[src/rtl/multicycle_control.sv]
// Multicycle CPU control FSM: Moore outputs decoded from the registered state.
// Instruction latency 3-5 cycles plus one per mem_ready=0 cycle in FETCH/MEMRD/MEMWR.
module multicycle_control (
    input  logic       clk,
    input  logic       rst_n,
    input  logic [5:0] opcode,
    input  logic       mem_ready,
    output logic       PCWrite,
    output logic       PCWriteCond,
    output logic       IorD,
    output logic       MemRead,
    output logic       MemWrite,
    output logic       IRWrite,
    output logic       MemtoReg,
    output logic [1:0] PCSource,
    output logic [1:0] ALUOp,
    output logic       ALUSrcA,
    output logic [1:0] ALUSrcB,
    output logic       RegWrite,
    output logic       RegDst,
    output logic       illegal_op,
    output logic [3:0] state
);

    typedef enum logic [3:0] {
        FETCH  = 4'd0,
        DECODE = 4'd1,
        MEMADR = 4'd2,
        MEMRD  = 4'd3,
        MEMWB  = 4'd4,
        MEMWR  = 4'd5,
        EXEC   = 4'd6,
        RWB    = 4'd7,
        BEQ    = 4'd8,
        JUMP   = 4'd9
    } state_t;

    localparam logic [5:0] OP_RTYPE = 6'd0;
    localparam logic [5:0] OP_LW    = 6'd35;
    localparam logic [5:0] OP_SW    = 6'd43;
    localparam logic [5:0] OP_BEQ   = 6'd4;
    localparam logic [5:0] OP_J     = 6'd2;

    state_t state_q;
    state_t state_d;
    logic   illegal_q;
    logic   illegal_d;

    always_ff @(posedge clk or negedge rst_n) begin
        if (!rst_n) begin
            state_q   <= FETCH;
            illegal_q <= 1'b0;
        end else begin
            state_q   <= state_d;
            illegal_q <= illegal_d;
        end
    end

    always_comb begin
        state_d     = FETCH;
        illegal_d   = 1'b0;
        PCWrite     = 1'b0;
        PCWriteCond = 1'b0;
        IorD        = 1'b0;
        MemRead     = 1'b0;
        MemWrite    = 1'b0;
        IRWrite     = 1'b0;
        MemtoReg    = 1'b0;
        PCSource    = 2'b00;
        ALUOp       = 2'b00;
        ALUSrcA     = 1'b0;
        ALUSrcB     = 2'b00;
        RegWrite    = 1'b0;
        RegDst      = 1'b0;
        case (state_q)
            FETCH: begin
                MemRead = 1'b1;
                ALUSrcB = 2'b01;
                // Strobes are qualified by rst_n so a held reset never loads IR/PC.
                IRWrite = mem_ready & rst_n;
                PCWrite = mem_ready & rst_n;
                state_d = mem_ready ? DECODE : FETCH;
            end
            DECODE: begin
                ALUSrcB = 2'b11;
                case (opcode)
                    OP_LW, OP_SW: state_d = MEMADR;
                    OP_RTYPE:     state_d = EXEC;
                    OP_BEQ:       state_d = BEQ;
                    OP_J:         state_d = JUMP;
                    default: begin
                        state_d   = FETCH;
                        illegal_d = 1'b1;
                    end
                endcase
            end
            MEMADR: begin
                ALUSrcA = 1'b1;
                ALUSrcB = 2'b10;
                if (opcode == OP_LW)
                    state_d = MEMRD;
                else if (opcode == OP_SW)
                    state_d = MEMWR;
                else
                    state_d = FETCH;
            end
            MEMRD: begin
                MemRead = 1'b1;
                IorD    = 1'b1;
                state_d = mem_ready ? MEMWB : MEMRD;
            end
            MEMWB: begin
                RegWrite = 1'b1;
                MemtoReg = 1'b1;
            end
            MEMWR: begin
                MemWrite = 1'b1;
                IorD     = 1'b1;
                state_d  = mem_ready ? FETCH : MEMWR;
            end
            EXEC: begin
                ALUSrcA = 1'b1;
                ALUOp   = 2'b10;
                state_d = RWB;
            end
            RWB: begin
                RegWrite = 1'b1;
                RegDst   = 1'b1;
            end
            BEQ: begin
                ALUSrcA     = 1'b1;
                ALUOp       = 2'b01;
                PCWriteCond = 1'b1;
                PCSource    = 2'b01;
            end
            JUMP: begin
                PCWrite  = 1'b1;
                PCSource = 2'b10;
            end
            default: state_d = FETCH;
        endcase
    end

    assign illegal_op = illegal_q;
    assign state      = state_q;

endmodule

[config.mk]
export PLATFORM = sky130hd
export DESIGN_NAME = multicycle_control
export DESIGN_NICKNAME = d
export VERILOG_FILES = /design/src/rtl/multicycle_control.sv
export SDC_FILE = /design/constraint.sdc
export NUM_CORES = 1
export LEC_CHECK = 0
export ABC_AREA = 1
export BUFFER_PORTS_ARGS = -buffer_cell sky130_fd_sc_hd__buf_2
export CAP_MARGIN = 20
export CORE_MARGIN = 2
export CORE_UTILIZATION = 36
export CTS_CLUSTER_SIZE = 16
export DETAILED_ROUTE_END_ITERATION = 10
export PLACE_DENSITY = 0.69
export SLEW_MARGIN = 20
export SYNTH_ARGS = -nofsm -noshare
export SYNTH_HDL_FRONTEND = slang
export SYNTH_SLANG_ARGS = --single-unit
[constraint.sdc]
create_clock -name clk -period 1.32 [get_ports clk]
set_input_delay 0.264 -clock clk [delete_from_list [all_inputs] [get_ports clk]]
set_output_delay 0.264 -clock clk [all_outputs]
set_load 0.02 [all_outputs]
---- Yosys cells after proc, flatten, opt, wreduce, memory -nomap -nowiden ----
Index checks and enable logic that the tools add are counted.
cells by class
  equal/unequal tests ..................... 13
  mux-type cells .......................... 22
  bitwise logic cells ..................... 1
  reduce and logical (&&, ||, !) cells .... 8
operator list
  cell                                                  number
  case mux 4 bit (6 select lines)                       1
  equality test 4 x 3 -> 1 bit (second input constant)  4
  case mux 4 bit (4 select lines)                       1
  equality test 6 bit (second input constant)           2
  two-way mux 1 bit                                     12
  two-way mux 3 bit                                     4
  equality test 4 x 2 -> 1 bit (second input constant)  2
  equality test 4 bit (second input constant)           2
  case mux 2 bit (2 select lines)                       2
  OR reduction 2 bit                                    4
  equality test 6 x 2 -> 1 bit (second input constant)  1
  equality test 6 x 3 -> 1 bit (second input constant)  1
  logical NOT 6 bit                                     1
  case mux 2 bit (3 select lines)                       1
  OR reduction 5 bit                                    1
  equality test 4 x 1 -> 1 bit (second input constant)  1
  logical NOT 4 bit                                     1
  OR reduction 3 bit                                    1
  case mux 1 bit (2 select lines)                       1
  bitwise AND 1 bit                                     1
word-level totals
  register bits after elaboration ......... 5
  input port bits ......................... 9
  output and inout bits ................... 21
  logic and storage cells ................. 46

---- Logic depth before layout (Yosys ltp) ----
  depth after elaboration ................. 4
  mapped depth ............................ 8
  gate-level depth less buffers ........... 7

---- Worst setup path after synthesis ----
Ideal clock, no wire load.
  kind .................................... reg-to-output
  start point ............................. reg state_q[1], in the netlist state[1]
  end point ............................... out PCSource[0]
  arrival ................................. 1381 ps
  required time ........................... 1056 ps
  setup slack ............................. -325 ps
  stages on the path, launching flop included .. 6
  buffers on the path ..................... 2
  cell sequence ........................... dfrtp_1 > buf_6 > nor2_1 > inv_1 > nor2_1 > buf_4
on the way
  cells in the longest elaborated chain, start to end .. 2
  elaborated cells between the ends (all ways) .. 3
  those cells by class .................... eq/ne: 2; mux: 1
ends and longest elaborated chain
  item                               line  text
  start: declaration                 44    state_t state_q;
  start signal: assignment           54    state_q <= state_d;
  equality test 4 bit                75    case (state_q)
  case mux 2 bit (2 select lines) *  75
  end: declaration                   15    output logic [1:0] PCSource,
Every way passes the cells marked *; elsewhere a longest branch is shown, timed or not.

---- Final worst setup path ----
  start point ............................. reg state_q[0], in the netlist state[0]
  end point ............................... out ALUSrcA
on the way
  cells in the longest elaborated chain, start to end .. 3
  elaborated cells between the ends (all ways) .. 5
  those cells by class .................... eq/ne: 3; mux: 1; reduce/logical: 1
ends and longest elaborated chain
  item                                                  line  text
  equality test 4 x 2 -> 1 bit (tied with other cells)  75
  OR reduction 3 bit (no source line) *                 --
  two-way mux 1 bit *                                   75
  end: declaration                                      17    output logic ALUSrcA,
Marks and branches as above.

==> summary.txt <==
Power
  • P_leak: 0.0004890 µW
  • P_sw: roughly 200 µW
  • Comb power frac: approximately two fifths
  • Net Sw Frac: approximately 34%
  • Flop pwr share: 29.8%
  • Cell Pwr Density: slightly above 600 nW/µm²
  • Int Pwr: about 380 µW
  • Total power: 580.7 µW
  • Clock power frac: a little over 30%
  • Peak supply drop: just over 0.0005 V

Critical path
  • Data arrival, critical path: around 1300 ps
  • CP Capture Type: primary output
  • Reg2Reg Capture Point: state[2]$_DFF_PN0_
  • R2r worst-path depth: 6
  • CP max FO: 6
  • CP max stage cell: dfrtp_2
  • Cell family with most CP delay: flip-flops
  • Worst r2r src: state[3]$_DFF_PN0_
  • R2R Setup Slk: around 90 ps
  • Setup crit start kind: flop
  • Crit-path max cell delay: approximately 450 ps
  • Cell depth of the worst setup path: 4
  • Crit Path Category: reg -> out
  • Buf+Inv Stages, Crit Path: 2
  • CP required: about 1100 ps
  • CP cell instances: nor2_4 -> inv_4 -> o211ai_1 -> buf_4

CTS
  • Clk pin slew, worst setup/hold paths: ~40 ps
  • Clk_lat worst skew: approximately 240 ps
  • CTS sink count: 5
  • Root Driver: clkbuf_4
  • Cts bufs inserted: 3
  • CTS tree: yes
  • H-tree levels: 1
  • Longest Clk Path Bufs: 2

Global routing
  • Grt peak-use layer: met2
  • Gr ovfl total: 0
  • Initial antenna violation count: 0
  • Met1 Use GR: 20.98%
  • GRT Util Overall: between 10% and 20%
  • Pin count of the biggest net entering global routing: 7
  • First-pass GRT wire length: 2159 µm
  • Global-route met3 utilization: under 10%
  • Vias in the first global route: 532
  • Met2 GRT Util: a little under two fifths

Finish
  • Post-layout instance area: 953.4 µm²
  • Nets: between 100 and 150
  • # fillers: between 90 and 100
  • Final non-filler cell total: roughly 140
  • Most frequent cells in the layout: 17 x buf_4, 16 x nor2_1, 13 x buf_2
  • Area Growth Syn to Fin: 90.98%
  • Antenna cells: 0
  • Finished Core Util: around 73%
  • Most common library cell in the layout ignoring fill and taps: buf_4
  • Share of cells above drive strength 1: between 60% and 70%

Logic synthesis
  • Top cell type's share of synthesized area: between 20 and 30%
  • Synthesized area per cell: 6.240 µm²
  • Top cells by area, synth: dfrtp_1 25%, nor2_1 16%, nand2_1 9.8%
  • Sequential share of the synthesized area: approximately a quarter
  • Seq cells post-synth: 5
  • Warnings from Yosys: 0
  • Synth area leader: dfrtp_1
  • Distinct cells, synth: 18
  • Post-Syn Area: ~500 µm²
  • Gate Count Post-Synth: 80
  • Synthesized Nets: between 80 and 90

Worst hold path
  • Hold EP: state[2]$_DFF_PN0_
  • Worst hold start: opcode[3]
  • Hold path depth: 3
  • Min-Delay Path Class: in -> reg

Floorplanning
  • Die H: between 40 and 50 µm
  • Die area: between 1500 and 2000 µm²
  • Top Ports: 30
  • Initial Utilization: a little under two fifths
  • Die X: just over 40 µm
  • Site Rows: 13
  • Core area: roughly 1300 µm²

Flow run
  • MaxCap Viol Count: 0

Placement
  • Hpwl dp: roughly 1100 µm
  • Placed inst area: slightly above 700 µm²
  • # placed instances: 128
  • Pre-CTS setup slack: -24.49 ps
  • PortBufs: 29
  • Routability congestion estimate: around 0.74

Route
  • Remaining DRCs: 0
  • Wire per inst: ~12 µm
  • Detailed Routing Iterations Pass 1: 4
  • Via density per instance: about 4.8
  • Drt initial violations: 13
  • DRT antenna net count: 0
  • Via count: slightly below 700
  • Total wire length: 1684 µm

Timing
  • Final Max Tran Viols: 0
  • Final worst setup slack: -222.7 ps
  • Final Hold Vio Count: 0
  • Fin crit period: roughly 1500 ps
  • Worst Skew: 3.911 ps
  • Peak Freq: ~0.65 GHz
  • Worst Tran Pin Value: 254.4 ps
  • Slew HR: ~83%
  • Final Cycle Share: 116.9%
  • Setup-failing EPs final: 16
  • RSZ-0062 raised after global routing: true

Outcome
  • Failing checks: setup timing
  • Outcome: finished, violations left
## routing by layer
metal | vias to the layer above | wire length [µm] | share of wire (%)
met2 | 20 | 972 | 58
li1 | 341 | - | -
met3 | 2 | 66 | 3.9
met1 | 311 | 628 | 37
met4 | 0 | 18 | 1.1
met5 | - | 0 | 0
## power groups by stage
stage	Combinational (µW)	Sequential, µW	Clock [µW]
after CTS	204	174	176
after detailed placement	177	175	0
after floorplan	96.3	184	0
final	232	173	175
after global routing	249	174	194
after global placement	177	175	0
## tightest hold or removal path, cell delays in order
cell and delay (ps):
buf_2 100, nand2_1 50, nand3_1 80
## cell type report
| type | count | area (µm²) | area share (%) |
|---|---|---|---|
| inverter | 13 | 53.80 | 5.643 |
| multi-input combinational | 60 | 380.4 | 39.90 |
| clock buffer | 4 | 26.28 | 2.756 |
| tap | 15 | 18.77 | 1.969 |
| sequential | 5 | 130.1 | 13.65 |
| timing repair buffer | 42 | 344.1 | 36.09 |
## kinds of logic (layout without fill, tap and decap cells)
group                  Yosys count  after routing  share of synthesized area (%)
DFF                              5              5                          25.06
and+or+nand+nor                 54             54                          54.64
AOI/OAI and AO/OA                6              6                          6.766
buffers and inverters           15             59                          13.53
## repair_timing
| action | in CTS | in global routing |
|---|---|---|
| hold buffers | 1 | 0 |
| endpoints found under the hold margin | 5 | 0 |
| endpoints found under the setup margin | 16 | 16 |
| pin swaps | 7 | 3 |
| resized for setup | 29 | 9 |
| buffers inserted | 5 | 1 |
## synth_stat cells
master / number
nand3_2: 2
inv_1: 10
buf_4: 1
nor2_4: 4
dfrtp_1: 5
nand3_1: 7
nor2_1: 21
nand4_1: 3
nand3b_1: 1
o22ai_1: 1
o21ai_0: 1
nand2_1: 13
a21oi_1: 3
buf_6: 1
inv_2: 3
o211ai_1: 1
nor2_2: 1
nand2_2: 2
## worst max path at each step
stage,start,endpoint,slack (ps)
CTS,state[1]$_DFF_PN0_,ALUSrcA,-180
global route,state[0]$_DFF_PN0_,ALUSrcA,-260
global placement,state[2]$_DFF_PN0_,ALUSrcA,-5
finish,state[0]$_DFF_PN0_,ALUSrcA,-220
floorplan,state[1]$_DFF_PN0_,ALUSrcA,-90
detailed placement,state[2]$_DFF_PN0_,ALUSrcA,-20
## state kept, by name, indices dropped and copies added, names as in the netlist
register and count:
state 4, illegal_op 1
## through the flow
| step | hold slack [ps] | setup TNS, ps |
|---|---|---|
| after CTS | 295.2 | -1917 |
| after detailed placement | 186.8 | -24.49 |
| final | 304.7 | -2226 |
| after floorplan | -31.59 | -192.9 |
| after global placement | 182.7 | -4.876 |
| after global routing | 311.8 | -3095 |
Power figures use the tool's default switching activity.
